`src/rtl/viterbi_pkg.sv`:
```
// viterbi_pkg: shared defaults, traceback FSM states and index helpers.
// No ports. Holds the default code/window sizes, the FSM state enum,
// the circular time-index decrement and the survivor predecessor step.
package viterbi_pkg;

    localparam int DEF_K = 7;
    localparam int DEF_D = 40;
    localparam int DEF_L = 8;

    typedef enum logic [2:0] {
        ST_IDLE,
        ST_PRIME,
        ST_MERGE,
        ST_DECODE,
        ST_EMIT
    } fsm_e;

    // Step one slot back in a circular memory of the given depth.
    function automatic int ptr_dec(input int ptr, input int depth);
        return (ptr == 0) ? depth - 1 : ptr - 1;
    endfunction

    // Predecessor state: survivor bit enters at the MSB, state shifts right.
    function automatic int next_state(input int state, input logic b, input int m);
        return (int'(b) << (m - 1)) | (state >> 1);
    endfunction

endpackage

```
`src/rtl/lifo_bitstack.sv`:
```
// lifo_bitstack: single-bit stack used to reverse decoded bits into time order.
// Ports: clk, rst (async clear), push/din write a bit, pop removes the top,
// empty/count report occupancy, dout is the current top bit (0 when empty).
module lifo_bitstack #(
    parameter int DEPTH = 48,
    parameter int CW    = $clog2(DEPTH + 1)
) (
    input  logic          clk,
    input  logic          rst,
    input  logic          push,
    input  logic          din,
    input  logic          pop,
    output logic          empty,
    output logic [CW-1:0] count,
    output logic          dout
);

    logic [DEPTH-1:0] stack;
    logic [CW-1:0]    top;

    assign top   = count - 1'b1;
    assign empty = (count == '0);
    assign dout  = empty ? 1'b0 : stack[top];

    always_ff @(posedge clk) begin
        if (push)
            stack[count] <= din;
    end

    // A push in the same cycle as a pop wins; the pop is not taken.
    always_ff @(posedge clk or posedge rst) begin
        if (rst)
            count <= '0;
        else
            count <= push ? count + 1'b1 : (pop && !empty) ? count - 1'b1 : count;
    end

endmodule

```
`src/rtl/traceback_block.sv`:
```
// traceback_block: block-mode Viterbi traceback over a circular survivor memory.
// Ports: clk, rst (async, active high); start/flush/force_state0/s_end/wr_ptr
// request and parameterise a run; busy marks a run in progress; tb_time/tb_state
// address the survivor memory and tb_surv_bit returns the addressed bit;
// dec_valid/dec_ready/dec_bit/dec_last stream the decoded bits oldest first.
module traceback_block
    import viterbi_pkg::*;
#(
    parameter int K         = DEF_K,
    parameter int D         = DEF_D,
    parameter int L         = DEF_L,
    parameter int MEM_DEPTH = D + L,
    parameter int M         = K - 1,
    parameter int AW        = $clog2(MEM_DEPTH)
) (
    input  logic          clk,
    input  logic          rst,
    input  logic          start,
    input  logic          flush,
    input  logic          force_state0,
    input  logic [M-1:0]  s_end,
    input  logic [AW-1:0] wr_ptr,
    output logic          busy,
    output logic [AW-1:0] tb_time,
    output logic [M-1:0]  tb_state,
    input  logic          tb_surv_bit,
    output logic          dec_valid,
    input  logic          dec_ready,
    output logic          dec_bit,
    output logic          dec_last
);

    localparam int CW = $clog2(D + L + 1);

    fsm_e          state;
    logic          flush_q;
    logic [CW-1:0] cnt;
    logic [CW-1:0] cnt_end;
    logic          step_done;
    logic [AW-1:0] next_time;
    logic [M-1:0]  next_st;
    logic          push;
    logic          pop;
    logic          empty;
    logic [CW-1:0] count;
    logic          dout;

    assign next_time = AW'(ptr_dec(int'(tb_time), MEM_DEPTH));
    assign next_st   = M'(next_state(int'(tb_state), tb_surv_bit, M));
    assign cnt_end   = (state == ST_MERGE) ? CW'(D - 1) : flush_q ? CW'(D + L - 1) : CW'(L - 1);
    assign step_done = (cnt == cnt_end);
    assign push      = (state == ST_DECODE);
    assign pop       = dec_valid && dec_ready;
    assign dec_valid = (state == ST_EMIT) && !empty;
    assign dec_bit   = dec_valid && dout;
    assign dec_last  = dec_valid && (count == CW'(1));

    lifo_bitstack #(.DEPTH(D + L), .CW(CW)) u_lifo (
        .clk   (clk),
        .rst   (rst),
        .push  (push),
        .din   (tb_surv_bit),
        .pop   (pop),
        .empty (empty),
        .count (count),
        .dout  (dout)
    );

    always_ff @(posedge clk or posedge rst) begin
        if (rst) begin
            state    <= ST_IDLE;
            busy     <= 1'b0;
            flush_q  <= 1'b0;
            cnt      <= '0;
            tb_time  <= '0;
            tb_state <= '0;
        end else begin
            case (state)
                ST_IDLE: if (start) begin
                    flush_q  <= flush;
                    tb_time  <= AW'(ptr_dec(int'(wr_ptr), MEM_DEPTH));
                    tb_state <= force_state0 ? '0 : s_end;
                    busy     <= 1'b1;
                    cnt      <= '0;
                    state    <= ST_PRIME;
                end
                ST_PRIME: begin
                    cnt   <= '0;
                    state <= flush_q ? ST_DECODE : ST_MERGE;
                end
                // The address advances on every step so the next survivor
                // bit is already presented when the following step needs it.
                ST_MERGE, ST_DECODE: begin
                    tb_time  <= next_time;
                    tb_state <= next_st;
                    cnt      <= step_done ? '0 : cnt + 1'b1;
                    if (step_done)
                        state <= (state == ST_MERGE) ? ST_DECODE : ST_EMIT;
                end
                ST_EMIT: if (pop && dec_last) begin
                    busy  <= 1'b0;
                    state <= ST_IDLE;
                end
                default: state <= ST_IDLE;
            endcase
        end
    end

endmodule
```
`config.mk`:
```
export PLATFORM = sky130hd
export DESIGN_NAME = traceback_block
export DESIGN_NICKNAME = d
export VERILOG_FILES = /design/src/rtl/viterbi_pkg.sv /design/src/rtl/lifo_bitstack.sv /design/src/rtl/traceback_block.sv
export SDC_FILE = /design/constraint.sdc
export NUM_CORES = 1
export LEC_CHECK = 0
export ABC_AREA = 1
export BUFFER_PORTS_ARGS = -buffer_cell sky130_fd_sc_hd__buf_2
export CAP_MARGIN = 20
export CORE_ASPECT_RATIO = 1.5
export CORE_MARGIN = 2
export CORE_UTILIZATION = 54
export CTS_CLUSTER_DIAMETER = 200
export DETAILED_ROUTE_END_ITERATION = 6
export GPL_ROUTABILITY_DRIVEN = 0
export PLACE_DENSITY_LB_ADDON = 0.05
export SLEW_MARGIN = 20
export SYNTH_ARGS = -nofsm -noshare
export SYNTH_HDL_FRONTEND = slang
export SYNTH_SLANG_ARGS = --single-unit
```
`constraint.sdc`:
```
create_clock -name clk -period 2 [get_ports clk]
set_input_delay 0.1 -clock clk [delete_from_list [all_inputs] [get_ports clk]]
set_output_delay 0.1 -clock clk [all_outputs]
set_load 0.005 [all_outputs]
```
==> impl_metrics.yaml <==
final_layout:
  nets: 554
  final_area_sq_um: 5120
  finalCoreUtilization_pct: 67.7
  multi_input_area_sq_um: 1980
  synthToLayoutAreaGrowth_pct: 23.2
  diodes: 0
  fillCellCount: 612
  seqCellArea_sq_um: 2170
  drive_gt1_share_pct: 26.4
setup_path:
  critPathTopFamily: "simple AND/OR/NAND/NOR gates"
  criticalPathCategory: "reg -> out"
  cp.arrival_ns: 1.93
  critPathRequiredTime_ns: 1.90
  cpPeakStageDelay_ns: 0.42
  path_common_cell: "nand3_2"
  path_buf_inv: 3
  start_kind: "flop"
  worst-path-max-fanout: 7
  path_cells: "inv_2 > ha_4 > buf_12 > nand3_4 > nand3_2 > nand3_2 > nand2_1 > nand2_1 > nand3_2 > nor2_2 > buf_2"
  slowest_stage: "dfrtp_1"
  end_kind: "output pin"
logic_synthesis:
  synth.yosys.seq_area_share_pct: 52.2
  synth_edf_count: 48
  syn_area_sq_um: 4150
  synth_compound_area_share_pct: 5.57
  synth_cell_types: 40
  synth_area_leader_cell: "edfxtp_1"
  synth_xor_area_share_pct: 2.95
  yosysMostFrequentCell: "nand2_1"
  ys.flop_type: "edfxtp_1"
  yosysTopAreaCellShare_pct: 34.7
  synth_area_leaders: "edfxtp_1 35%, dfrtp_1 17%, nand2_1 10%"
  synthAdderAreaFrac_pct: 2.71
  synthTopCellsByCount: "115 x nand2_1, 70 x nor2_1, 62 x nand3_1, 48 x edfxtp_1, 30 x inv_1"
  yosys_warnings: 0
  synth_nets: 497
  postSynthCellCount: 469
  synth-simple-area-share_pct: 30.8
  synth_mux_area_share_pct: 0
  async_flop_share_pct: 37.7
  synth_top_family_by_area: "simple AND/OR/NAND/NOR gates"
  syn_avg_cell_area_sq_um: 8.86
  ys_ff_latch: 77
clocking:
  cts.sinks: 77
  cts_buffers: 9
  htreeDepth: 3
  clockRootBuffer: "clkbuf_16"
  worst_skew_pair.late_latency_ns: 0.33
  cts_tree: "done"
  clock_path_buffers: 2
  clk_pin_slew_ns: 0.05
timing:
  maxSlewViolCount: 0
  setup_ws_ns: -0.0283
  fmax_ghz: 0.493
  worstMarginPinSlew_ns: 0.768
  fin_crit_ns: 2.03
  setup_viol: 1
  slew_headroom_pct: 48.8
  hold_violations: 0
  fin_worst_skew_ns: 0.00394
  rsz0062_at_grt: "yes"
  whs_ns: 0.0606
  fin_crit_sh_pct: 101
floorplan:
  core_area_sq_um: 7560
  dieArea_sq_um: 8420
  die_height_um: 111
  io_pins: 35
  num_rows: 39
  fp.dieW_um: 75.6
  initial_utilization_pct: 54.9
placement:
  dp_slack_ns: 0.161
  placed_area_sq_um: 4430
  dp_hpwl_mm: 6.82
  io_buffers: 34
hold_path:
  hp-class: "in -> reg"
global_routing:
  first_global_vias: 3416
  grt_antenna_before_repair: 0
  grt_pass1_wl_mm: 15.9
  grt_usage_pct: 25.0
  grt_max_degree: 50
  grt_overflow_total: 0
detailed_routing:
  wl_mm: 9.96
  firstDrtPassIters: 5
  ant_nets: 0
  routedWlPerCell_um: 15.7
  via_count: 3461
  avgViaCountPerCell: 5.47
  drtIter0Drc: 332
  drc: 0
job:
  cap_violations: 0
status:
  failed_checks: "negative setup slack"
  outcome: "finished with violations"
power_and_ir_drop:
  leakage_nw: 2.16
  p_per_area_nw_per_um2: 675
  vdd_drop_max_uv: 440
  p_total_mw: 3.45
## stage by stage
step                      cells  TNS (ns)
after floorplan             469         0
after global placement      601         0
after detailed placement    601         0
after CTS                   629         0
after global routing        633    -0.158
final                       633   -0.0283
## flip-flops by register name (all words and copies together) (netlist names)
signal	count
u_lifo.stack	48
cnt	6
tb_state	6
tb_time	6
u_lifo.count	6
state	3
busy	1
flush_q	1
## layer usage
| metal | routed length, um | GRT usage (%) | up-vias |
|---|---|---|---|
| met5 | 0 | 0 | - |
| met4 | 361 | 12.4 | 0 |
| met3 | 407 | 4.98 | 32 |
| met2 | 5290 | 41.9 | 103 |
| met1 | 3900 | 29.8 | 1646 |
| li1 | - | - | 1680 |
## final cells by class
cell class	count	share of cell area [%]
Sequential cell	77	42.4
Inverter	39	3.10
Clock inverter	2	0.196
Timing Repair Buffer	60	8.41
Multi-Input combinational cell	339	38.7
Tap cell	102	2.49
Clock buffer	14	4.77
## worst paths after layout
kind / slack, ns / cells after the start / end / start
max in group asynchronous: 1.31 / 4 / u_lifo.count[2]$_DFFE_PP0P_ / rst
max reg2reg: 0.29 / 9 / u_lifo.count[3]$_DFFE_PP0P_ / state[1]$_DFFE_PP0P_
min in group asynchronous: 0.38 / 4 / cnt[0]$_DFFE_PP0P_ / rst
max: -0.03 / 11 / dec_bit / u_lifo.count[0]$_DFFE_PP0P_
min: 0.06 / 3 / tb_state[0]$_DFFE_PP0P_ / s_end[0]
min reg2reg: 0.50 / 2 / busy$_DFFE_PP0P_ / busy$_DFFE_PP0P_
## logic make-up after synthesis
group	after synthesis
AO/OA/AOI/OAI	38
XOR/XNOR	14
AND/OR/NAND/NOR	278
adder cells (fa/ha/maj)	9
flip-flops	77
buffers and inverters	53
## layout by cell type, fill, tap and decap left out, types with 12 or more instances in the layout
cell        n
buf_2      34
edfxtp_1   48
buf_4      17
dfrtp_1    28
nand3_2    27
nor2_1     69
inv_1      27
nand2_1   111
nand3_1    34
o21ai_0    12
## tightest hold or removal path, delay by kind of cell
kind / cells / cell delay [ns]
AO/OA/AOI/OAI: 1 / 0.08
AND/OR/NAND/NOR: 1 / 0.07
buffers and inverters: 1 / 0.10
## what timing repair did
| action | in CTS | in global routing |
|---|---|---|
| hold buffers | 5 | 0 |
| resized for setup | 39 | 22 |
| pin swaps | 7 | 16 |
| endpoints found under the setup margin | 1 | 1 |
| buffers inserted | 6 | 4 |
| endpoints found under the hold margin | 33 | 0 |
| cloned | 1 | 0 |
## report_power, final
group	total [mW]	internal (mW)	leakage [nW]	switching, mW
Sequential	1.80	1.74	0.760	0.0520
Clock	1.40	0.837	0.125	0.567
Combinational	0.256	0.116	1.27	0.139
No activity file was read; power rests on OpenSTA's default activity.
